[src/rtl/boreal_pkg.sv]
// rtl/boreal_pkg.sv - shared constants and types for the boreal gate blocks
package boreal_pkg;

  localparam logic [1:0] GATE_RSN_OK     = 2'd0;
  localparam logic [1:0] GATE_RSN_HASH   = 2'd1;
  localparam logic [1:0] GATE_RSN_TARGET = 2'd2;
  localparam logic [1:0] GATE_RSN_RATE   = 2'd3;

  localparam int GATE_OVR_BYPASS_BIT = 0;

  typedef enum logic [1:0] {
    GATE_ST_IDLE  = 2'd0,
    GATE_ST_CHECK = 2'd1,
    GATE_ST_RESP  = 2'd2
  } gate_state_t;

endpackage

[src/rtl/boreal_gate_rate_window.sv]
// rtl/boreal_gate_rate_window.sv - free-running rate window and per-window grant count
module boreal_gate_rate_window (
  input  logic        clk,
  input  logic        rst_n,
  input  logic        grant_pulse,
  input  logic [31:0] rate_window,
  output logic [31:0] win_count
);

  logic [31:0] cyc_cnt;
  logic        wrap;

  // >= rather than == so a window shortened below the current count wraps next cycle
  always_comb begin
    wrap = (rate_window > 32'd1) && (cyc_cnt >= (rate_window - 32'd1));
  end

  always_ff @(posedge clk or negedge rst_n) begin
    if (!rst_n) begin
      cyc_cnt   <= 32'd0;
      win_count <= 32'd0;
    end else begin
      if (rate_window <= 32'd1 || wrap) begin
        cyc_cnt <= 32'd0;
      end else begin
        cyc_cnt <= cyc_cnt + 32'd1;
      end

      if (wrap) begin
        win_count <= grant_pulse ? 32'd1 : 32'd0;
      end else if (grant_pulse && win_count != 32'hFFFF_FFFF) begin
        win_count <= win_count + 32'd1;
      end
    end
  end

endmodule

[src/rtl/boreal_gate_enforcer.sv]
// rtl/boreal_gate_enforcer.sv - commit request grant/deny decision stage
module boreal_gate_enforcer
  import boreal_pkg::*;
#(
  parameter int          TGT_W     = 6,
  parameter logic [31:0] NONCE_RST = 32'h0000_0001
) (
  input  logic             clk,
  input  logic             rst_n,
  input  logic             req_valid,
  output logic             req_ready,
  input  logic [TGT_W-1:0] req_target,
  input  logic [31:0]      req_hash,
  output logic             rsp_valid,
  input  logic             rsp_ready,
  output logic             rsp_grant,
  output logic [1:0]       rsp_reason,
  output logic [31:0]      rsp_nonce,
  input  logic [31:0]      allow0,
  input  logic [31:0]      allow1,
  input  logic [31:0]      rate_limit,
  input  logic [31:0]      rate_window,
  input  logic [31:0]      policy_hash,
  input  logic [31:0]      override_reg,
  output logic [31:0]      nonce_val,
  output logic [31:0]      win_count
);

  gate_state_t      state, state_nxt;
  logic [TGT_W-1:0] tgt_q;
  logic [31:0]      hash_q;
  logic [63:0]      allow_vec;
  logic             bypass;
  logic             grant_dec;
  logic [1:0]       rsn_dec;
  logic             grant_pulse;
  logic             unused_ovr;

  assign allow_vec   = {allow1, allow0};
  assign bypass      = override_reg[GATE_OVR_BYPASS_BIT];
  assign unused_ovr  = ^override_reg[31:1];
  assign grant_pulse = (state == GATE_ST_CHECK) && grant_dec;

  always_comb begin
    state_nxt = state;
    grant_dec = 1'b0;
    rsn_dec   = GATE_RSN_OK;

    // Hash check is never bypassed; the other checks fall away under override
    if (hash_q != policy_hash) begin
      rsn_dec = GATE_RSN_HASH;
    end else if (!bypass && !allow_vec[tgt_q]) begin
      rsn_dec = GATE_RSN_TARGET;
    end else if (!bypass && (win_count >= rate_limit)) begin
      rsn_dec = GATE_RSN_RATE;
    end else begin
      grant_dec = 1'b1;
    end

    case (state)
      GATE_ST_IDLE:  if (req_valid && req_ready) state_nxt = GATE_ST_CHECK;
      GATE_ST_CHECK: state_nxt = GATE_ST_RESP;
      GATE_ST_RESP:  if (rsp_ready) state_nxt = GATE_ST_IDLE;
      default:       state_nxt = GATE_ST_IDLE;
    endcase
  end

  always_ff @(posedge clk or negedge rst_n) begin
    if (!rst_n) begin
      state      <= GATE_ST_IDLE;
      req_ready  <= 1'b0;
      rsp_valid  <= 1'b0;
      rsp_grant  <= 1'b0;
      rsp_reason <= GATE_RSN_OK;
      rsp_nonce  <= 32'd0;
      nonce_val  <= NONCE_RST;
      tgt_q      <= '0;
      hash_q     <= 32'd0;
    end else begin
      state     <= state_nxt;
      req_ready <= (state_nxt == GATE_ST_IDLE);
      rsp_valid <= (state_nxt == GATE_ST_RESP);
      if (state == GATE_ST_IDLE && req_valid && req_ready) begin
        tgt_q  <= req_target;
        hash_q <= req_hash;
      end
      if (state == GATE_ST_CHECK) begin
        rsp_grant  <= grant_dec;
        rsp_reason <= rsn_dec;
        rsp_nonce  <= grant_dec ? nonce_val : 32'd0;
        if (grant_dec) nonce_val <= nonce_val + 32'd1;
      end
    end
  end

  boreal_gate_rate_window u_rate_window (
    .clk         (clk),
    .rst_n       (rst_n),
    .grant_pulse (grant_pulse),
    .rate_window (rate_window),
    .win_count   (win_count)
  );

endmodule

[config.mk]
export PLATFORM = sky130hd
export DESIGN_NAME = boreal_gate_enforcer
export DESIGN_NICKNAME = d
export VERILOG_FILES = /design/src/rtl/boreal_pkg.sv /design/src/rtl/boreal_gate_rate_window.sv /design/src/rtl/boreal_gate_enforcer.sv
export SDC_FILE = /design/constraint.sdc
export NUM_CORES = 1
export LEC_CHECK = 0
export ABC_AREA = 1
export ABC_CLOCK_PERIOD_IN_PS = 3900
export BUFFER_PORTS_ARGS = -buffer_cell sky130_fd_sc_hd__buf_4
export CAP_MARGIN = 20
export CORE_MARGIN = 2
export CORE_UTILIZATION = 38
export DETAILED_ROUTE_END_ITERATION = 8
export HOLD_SLACK_MARGIN = 0.05
export PLACE_DENSITY_LB_ADDON = 0.12
export SETUP_SLACK_MARGIN = 0.05
export SYNTH_ARGS = -nofsm -noshare
export SYNTH_HDL_FRONTEND = slang
export SYNTH_HIERARCHICAL = 1
export SYNTH_SLANG_ARGS = --single-unit
[constraint.sdc]
create_clock -name clk -period 3.9 [get_ports clk]
set_clock_uncertainty 0.05 [all_clocks]
set_input_delay 0 -clock clk [delete_from_list [all_inputs] [get_ports clk]]
set_output_delay 0 -clock clk [all_outputs]
set_load 0.02 [all_outputs]
# Yosys cells after proc, flatten, opt, wreduce, memory -nomap -nowiden
# Index checks and enable logic that the tools add are counted.
totals:
  regBits: 173
  out_inout_bits: 101
  word_cells: 56
  input_bits: 234
op_classes:
  n_eq_ne: 5
  mux: 16
  n_reduce_logical: 15
  addsub: 4
  n_lt_le_gt_ge: 5
op_table:
  columns: ["cell", "count"]
  rows:
  - ["$mux W32", 4]
  - ["$add A32 B1 Y32 const B", 3]
  - ["$ge A32 B32 Y1", 2]
  - ["$gt A32 B1 Y1 const B", 1]
  - ["$le A32 B1 Y1 const B", 1]
  - ["$ne A32 B32 Y1", 1]
  - ["$ne A32 B32 Y1 const B", 1]
  - ["$sub A32 B1 Y32 const B", 1]
  - ["$mux W2", 5]
  - ["$logic_and A1 B1 Y1", 8]
  - ["$lt A6 B7 Y1 const B", 1]
  - ["$bmux W1 S6", 1]
  - ["$pmux W2 S3", 1]
  - ["$mux W1", 5]
  - ["$eq A2 B2 Y1 const B", 2]
  - ["$logic_not A2 Y1", 2]
  - ["$eq A2 B1 Y1 const B", 1]
  - ["$logic_not A1 Y1", 2]
  - ["$reduce_and A2 Y1", 1]
  - ["$reduce_bool A2 Y1", 1]
  - ["$logic_or A1 B1 Y1", 1]

# Longest topological paths before layout
logic_depth:
  word_depth: 10
  mapped_depth: 25
  mapped_depth_nobuf: 24

# By module
# Netlist, hierarchy kept.
modules_own_cells:
  columns: ["module", "n_inst", "seq_area_each_um2", "cells_each", "area_each_um2"]
  rows:
  - ["boreal_gate_enforcer", 1, 2728.9, 958, 6812.8]
  - ["boreal_gate_rate_window", 1, 1601.5, 726, 5081.1]

# Least setup slack after synthesis
# No wires, ideal clock.
synth_path:
  path_kind: "register -> register"
  startpoint: "reg u_rate_window.win_count[7]"
  endpoint: "reg u_rate_window.win_count[27]"
  arrival_time_ps: 2423
  period_less_slack_ps: 2593
  required_ps: 3730
  setup_ps: 120
  stages_incl_launch_ff: 21
  slack_ps: 1307
  path_buffers: 2
  path_cell_list: "dfrtp_1 > ha_1 > nand2_1 > inv_1 > nor2_1 > o21a_1 > nand2_1 > nand2_1 > nand2_1 > nand2_1 > nand3_1 > nand2_1 > nand3_1 > inv_2 > buf_4 > nand2_4 > buf_6 > nor2_1 > nand3_1 > nand2_1 > nor2_1"
synth_between:
  elab_chain_cells: 8
  elab_cells_between_ends: 12
  classes_between: "add/sub (1); order compare (1); eq/ne (1); mux (5); reduce/logical (4)"
synth_rtl:
  columns: ["item", "line", "rtl"]
  rows:
  - ["start, declared", "boreal_gate_rate_window.sv:7", "output logic [31:0] win_count"]
  - ["start signal, assigned", "boreal_gate_rate_window.sv:30", "win_count <= grant_pulse ? 32'd1 : 32'd0;"]
  - ["start signal, assigned", "boreal_gate_rate_window.sv:32", "win_count <= win_count + 32'd1;"]
  - ["$ge A32 B32 Y1", "boreal_gate_enforcer.sv:54", "end else if (!bypass && (win_count >= rate_limit)) begin"]
  - ["$logic_and A1 B1 Y1", "boreal_gate_enforcer.sv:54", null]
  - ["$mux W1", "boreal_gate_enforcer.sv:54", null]
  - ["$mux W1", "boreal_gate_enforcer.sv:52", "end else if (!bypass && !allow_vec[tgt_q]) begin"]
  - ["$mux W1", "boreal_gate_enforcer.sv:50", "if (hash_q != policy_hash) begin"]
  - ["$logic_and A1 B1 Y1", "boreal_gate_enforcer.sv:42", "assign grant_pulse = (state == GATE_ST_CHECK) && grant_dec;"]
  - ["net grant_pulse", "boreal_gate_enforcer.sv:36", "logic grant_pulse;"]
  - ["$logic_and A1 B1 Y1", "boreal_gate_rate_window.sv:31", "end else if (grant_pulse && win_count != 32'hFFFF_FFFF) begin"]
  - ["$reduce_bool A2 Y1 (no line)", null, null]
# The timed path passes the listed nets, and every way through them passes these cells. The select of a mux whose other input is x is not followed.
# A chain may end at the register's enable or synchronous reset.

# Worst setup path after layout
layout_path:
  startpoint: "reg tgt_q[0]"
  endpoint: "reg u_rate_window.win_count[13]"
layout_between:
  elab_chain_cells: 9
layout_rtl:
  columns: ["item", "line", "rtl"]
  rows:
  - ["start, declared", "boreal_gate_enforcer.sv:30", "logic [TGT_W-1:0] tgt_q;"]
  - ["start signal, assigned", "boreal_gate_enforcer.sv:84", "tgt_q <= req_target;"]
  - ["$bmux W1 S6", "boreal_gate_enforcer.sv:52", null]
  - ["$mux W1 (not written as such)", "boreal_gate_enforcer.sv:52", null]
  - ["$logic_not A1 Y1", "boreal_gate_enforcer.sv:52", null]
  - ["$logic_and A1 B1 Y1", "boreal_gate_enforcer.sv:52", null]
  - ["$mux W1", "boreal_gate_enforcer.sv:52", null]
  - ["$mux W1", "boreal_gate_enforcer.sv:50", null]
  - ["$logic_and A1 B1 Y1", "boreal_gate_enforcer.sv:42", null]
  - ["$logic_and A1 B1 Y1", "boreal_gate_rate_window.sv:31", null]
  - ["$reduce_bool A2 Y1 (no line)", null, null]
# No other way between the ends. The select of a mux whose other input is x is not followed.

==> reports/metrics.cfg <==
[sta]
worst_slew_pin_slew_ns = 1.04
rsz0062_at_grt = false
hold_viol_final = 0
period_share = 0.854
max_freq_mhz = 300
drv_slew = 0
fin_crit_ns = 3.33
whs_ns = 0.118
finalSetupViolCount = 0
finalSetupTns_ns = 0
slew_headroom = 0.307

[drt]
ant_nets = 0
vias_per_cell = 4.80
drt-total-wl_mm = 35.3
drtIter0Drc = 544
wl_per_cell_um = 14.5
route.detailed.drc = 0
vias = 11671
drt_pass1_iterations = 5

[critical_path]
reg2reg_slack_ns = 0.57
crit_family = simple AND/OR/NAND/NOR gates
reg2reg_to = u_rate_window/win_count[13]$_DFFE_PN0P_
arrival_ns = 3.57
cp-startpoint = tgt_q[0]$_DFFE_PN0P_
startpoint_type = register
slowest_delay_ns = 1.03
crit_chain = inv_4 > nand2_1 > nand3_1 > nand3_1 > nand2_1 > nand2_1 > nand3_1 > nand3b_1 > nand3_2 > nand3_1 > inv_2 > nand2_4 > inv_4 > nand2_1 > xor2_1 > nor2_1
critPathBufInv = 3
crit_fanout = 33
crit_cells = 16
reg2reg_from = tgt_q[0]$_DFFE_PN0P_
reg2reg_depth = 16
worstPathRequired_ns = 4.14
slowest_stage = dfrtp_1
cp-end-kind = register
path_class = reg -> reg

[placement]
gp_congestion = 0.875
port_buffers = 303
dp_hpwl_mm = 27.3

[power]
ir_drop_uv = 239
leakage_nw = 8.15
cellPowerDensity_nw_per_um2 = 356

[yosys]
yosysSeqAreaShare = 0.364
synth_area_leaders = dfrtp_1 36%, nand2_1 19%, ha_1 7.3%
synth-edff-count = 0
synthFlopType = dfrtp_1
syn_area_per_cell_um2 = 7.06
syn_nets = 1987
async_flop_share = 1.00
netlist_instances = 1684
synth_cell_types = 41
synth_top_area_cell = dfrtp_1
synth_top_area_share = 0.362
yosysWarningCount = 6
synth_area_um2 = 11900
ys_ff_latch = 173

[final_layout]
antennaDiodeCount = 0
fin_nets = 2327
drive_gt1_frac = 0.188
area_delta_synth_final_pct = 31.1

[cts]
clock-sinks = 173
cts_buffer_depth = 2
cts-root-buf = clkbuf_16
cts_tree = done
cts_buffers = 17
path_clk_slew_ns = 0.08
cts_max_level = 4
clk_latency_ns = 0.43
cts_post_setup_buffers_inserted = 0

[floorplan]
die_w_um = 181
initial_core_util = 0.388
fp.coreArea_um2 = 30700
dieArea_um2 = 32700
io_pins = 335
num_rows = 64
die_h_um = 181

[hold_path]
min_to = hash_q[7]$_DFFE_PN0P_
hp-class = in -> reg
whs_path_depth = 5
worstHoldStart = req_valid

[run_status]
outcome = completed

[grt]
grt_pass1_wl_mm = 59.2
grt_max_degree = 85
gr-total-overflow = 0
grt_pass1_vias = 11753
grt_antenna_before_repair = 0
track_usage = 0.221

[job]
maxCapViolations = 0

through the flow:
stage,cell area [µm²],setup slack [ns],cells,power [mW],utilization
2_1_floorplan,11900,1.31,1684,3.26,-
3_3_place_gp,14500,0.551,2358,3.72,0.474
3_5_place_dp,14600,0.609,2360,3.76,0.476
4_1_cts,15600,0.589,2431,5.62,0.509
5_1_grt,15600,0.240,2431,5.94,0.509
6_report,15600,0.569,2431,5.56,0.509
routing by layer:
layer,wire (µm),global-route usage,vias up
met4,738,0.0632,0
met3,1980,0.0486,45
met5,0,0,-
met1,16000,0.287,5396
met2,16600,0.368,246
li1,-,-,5984
worst max-delay path by stage:
stage / end / slack, ns
after floorplan: u_rate_window/win_count[27]$_DFFE_PN0P_ / 1.31
after global placement: nonce_val[31]$_DFFE_PN0P_ / 0.55
after detailed placement: u_rate_window/win_count[17]$_DFFE_PN0P_ / 0.61
after CTS: u_rate_window/win_count[13]$_DFFE_PN0P_ / 0.59
after global routing: u_rate_window/win_count[13]$_DFFE_PN0P_ / 0.24
final: u_rate_window/win_count[13]$_DFFE_PN0P_ / 0.57
synth_stat cells, types with 12 or more instances:
cell / instances
xnor2_1: 43
nand3_1: 93
inv_1: 166
clkbuf_1: 12
o21ai_0: 41
nand4_1: 30
a21oi_1: 33
nor2_1: 215
dfrtp_1: 172
nor4_1: 14
xor2_1: 80
nand2_1: 593
ha_1: 69
nor3_1: 45
registers in the layout (all words and copies together), names as in the netlist:
name / count
hash_q: 32
nonce_val: 32
req_ready: 1
rsp_grant: 1
rsp_nonce: 32
rsp_reason: 2
rsp_valid: 1
state: 2
tgt_q: 6
u_rate_window/cyc_cnt: 32
u_rate_window/win_count: 32
cell type report:
type,instances,area [µm²]
inverters,172,651
flip-flops and latches,173,4330
clock inverters,13,178
fillers,3094,15100
repair buffers,361,2860
clock buffers,17,425
multi-input cells,1299,6660
well taps,396,495
cells by family (layout without fill, tap and decap cells):
logic type / after synthesis / in the layout / synth area share
compound gates: 85 / 85 / 0.0382
xor+xnor: 123 / 123 / 0.0906
fa+ha+maj: 69 / 69 / 0.0726
buf+inv: 212 / 563 / 0.0758
flops: 173 / 173 / 0.364
simple gates: 1022 / 1022 / 0.359
placed cells by master, fill, tap and decap left out, types with 33 or more instances in the layout:
cell type	Yosys	routed
ha_1	69	69
dfrtp_1	172	172
o21ai_0	41	41
buf_4	9	316
a21oi_1	33	33
xor2_1	80	80
nor3_1	45	45
xnor2_1	43	43
nand3_1	93	93
nor2_1	215	215
nand2_1	593	593
dlygate4sd3_1	0	41
inv_1	166	166
report_power, final:
part,internal (mW),total (mW),switching [mW]
Sequential,2.01,2.25,0.235
Clock,1.02,1.80,0.777
Combinational,0.654,1.51,0.857
Total,3.69,5.56,1.87
worst min-delay path, delay by kind of cell:
kind	cells	cell delay (ns)
AND/OR/NAND/NOR	3	0.22
buffers and inverters	2	0.33
repair_timing:
| item | 4_1_cts | 5_1_grt |
|---|---|---|
| setup endpoints to repair | 0 | 0 |
| hold buffers | 41 | 0 |
| resized for setup | 0 | 0 |
| hold endpoints to repair | 124 | 0 |
(Power assumes the default switching activity.)
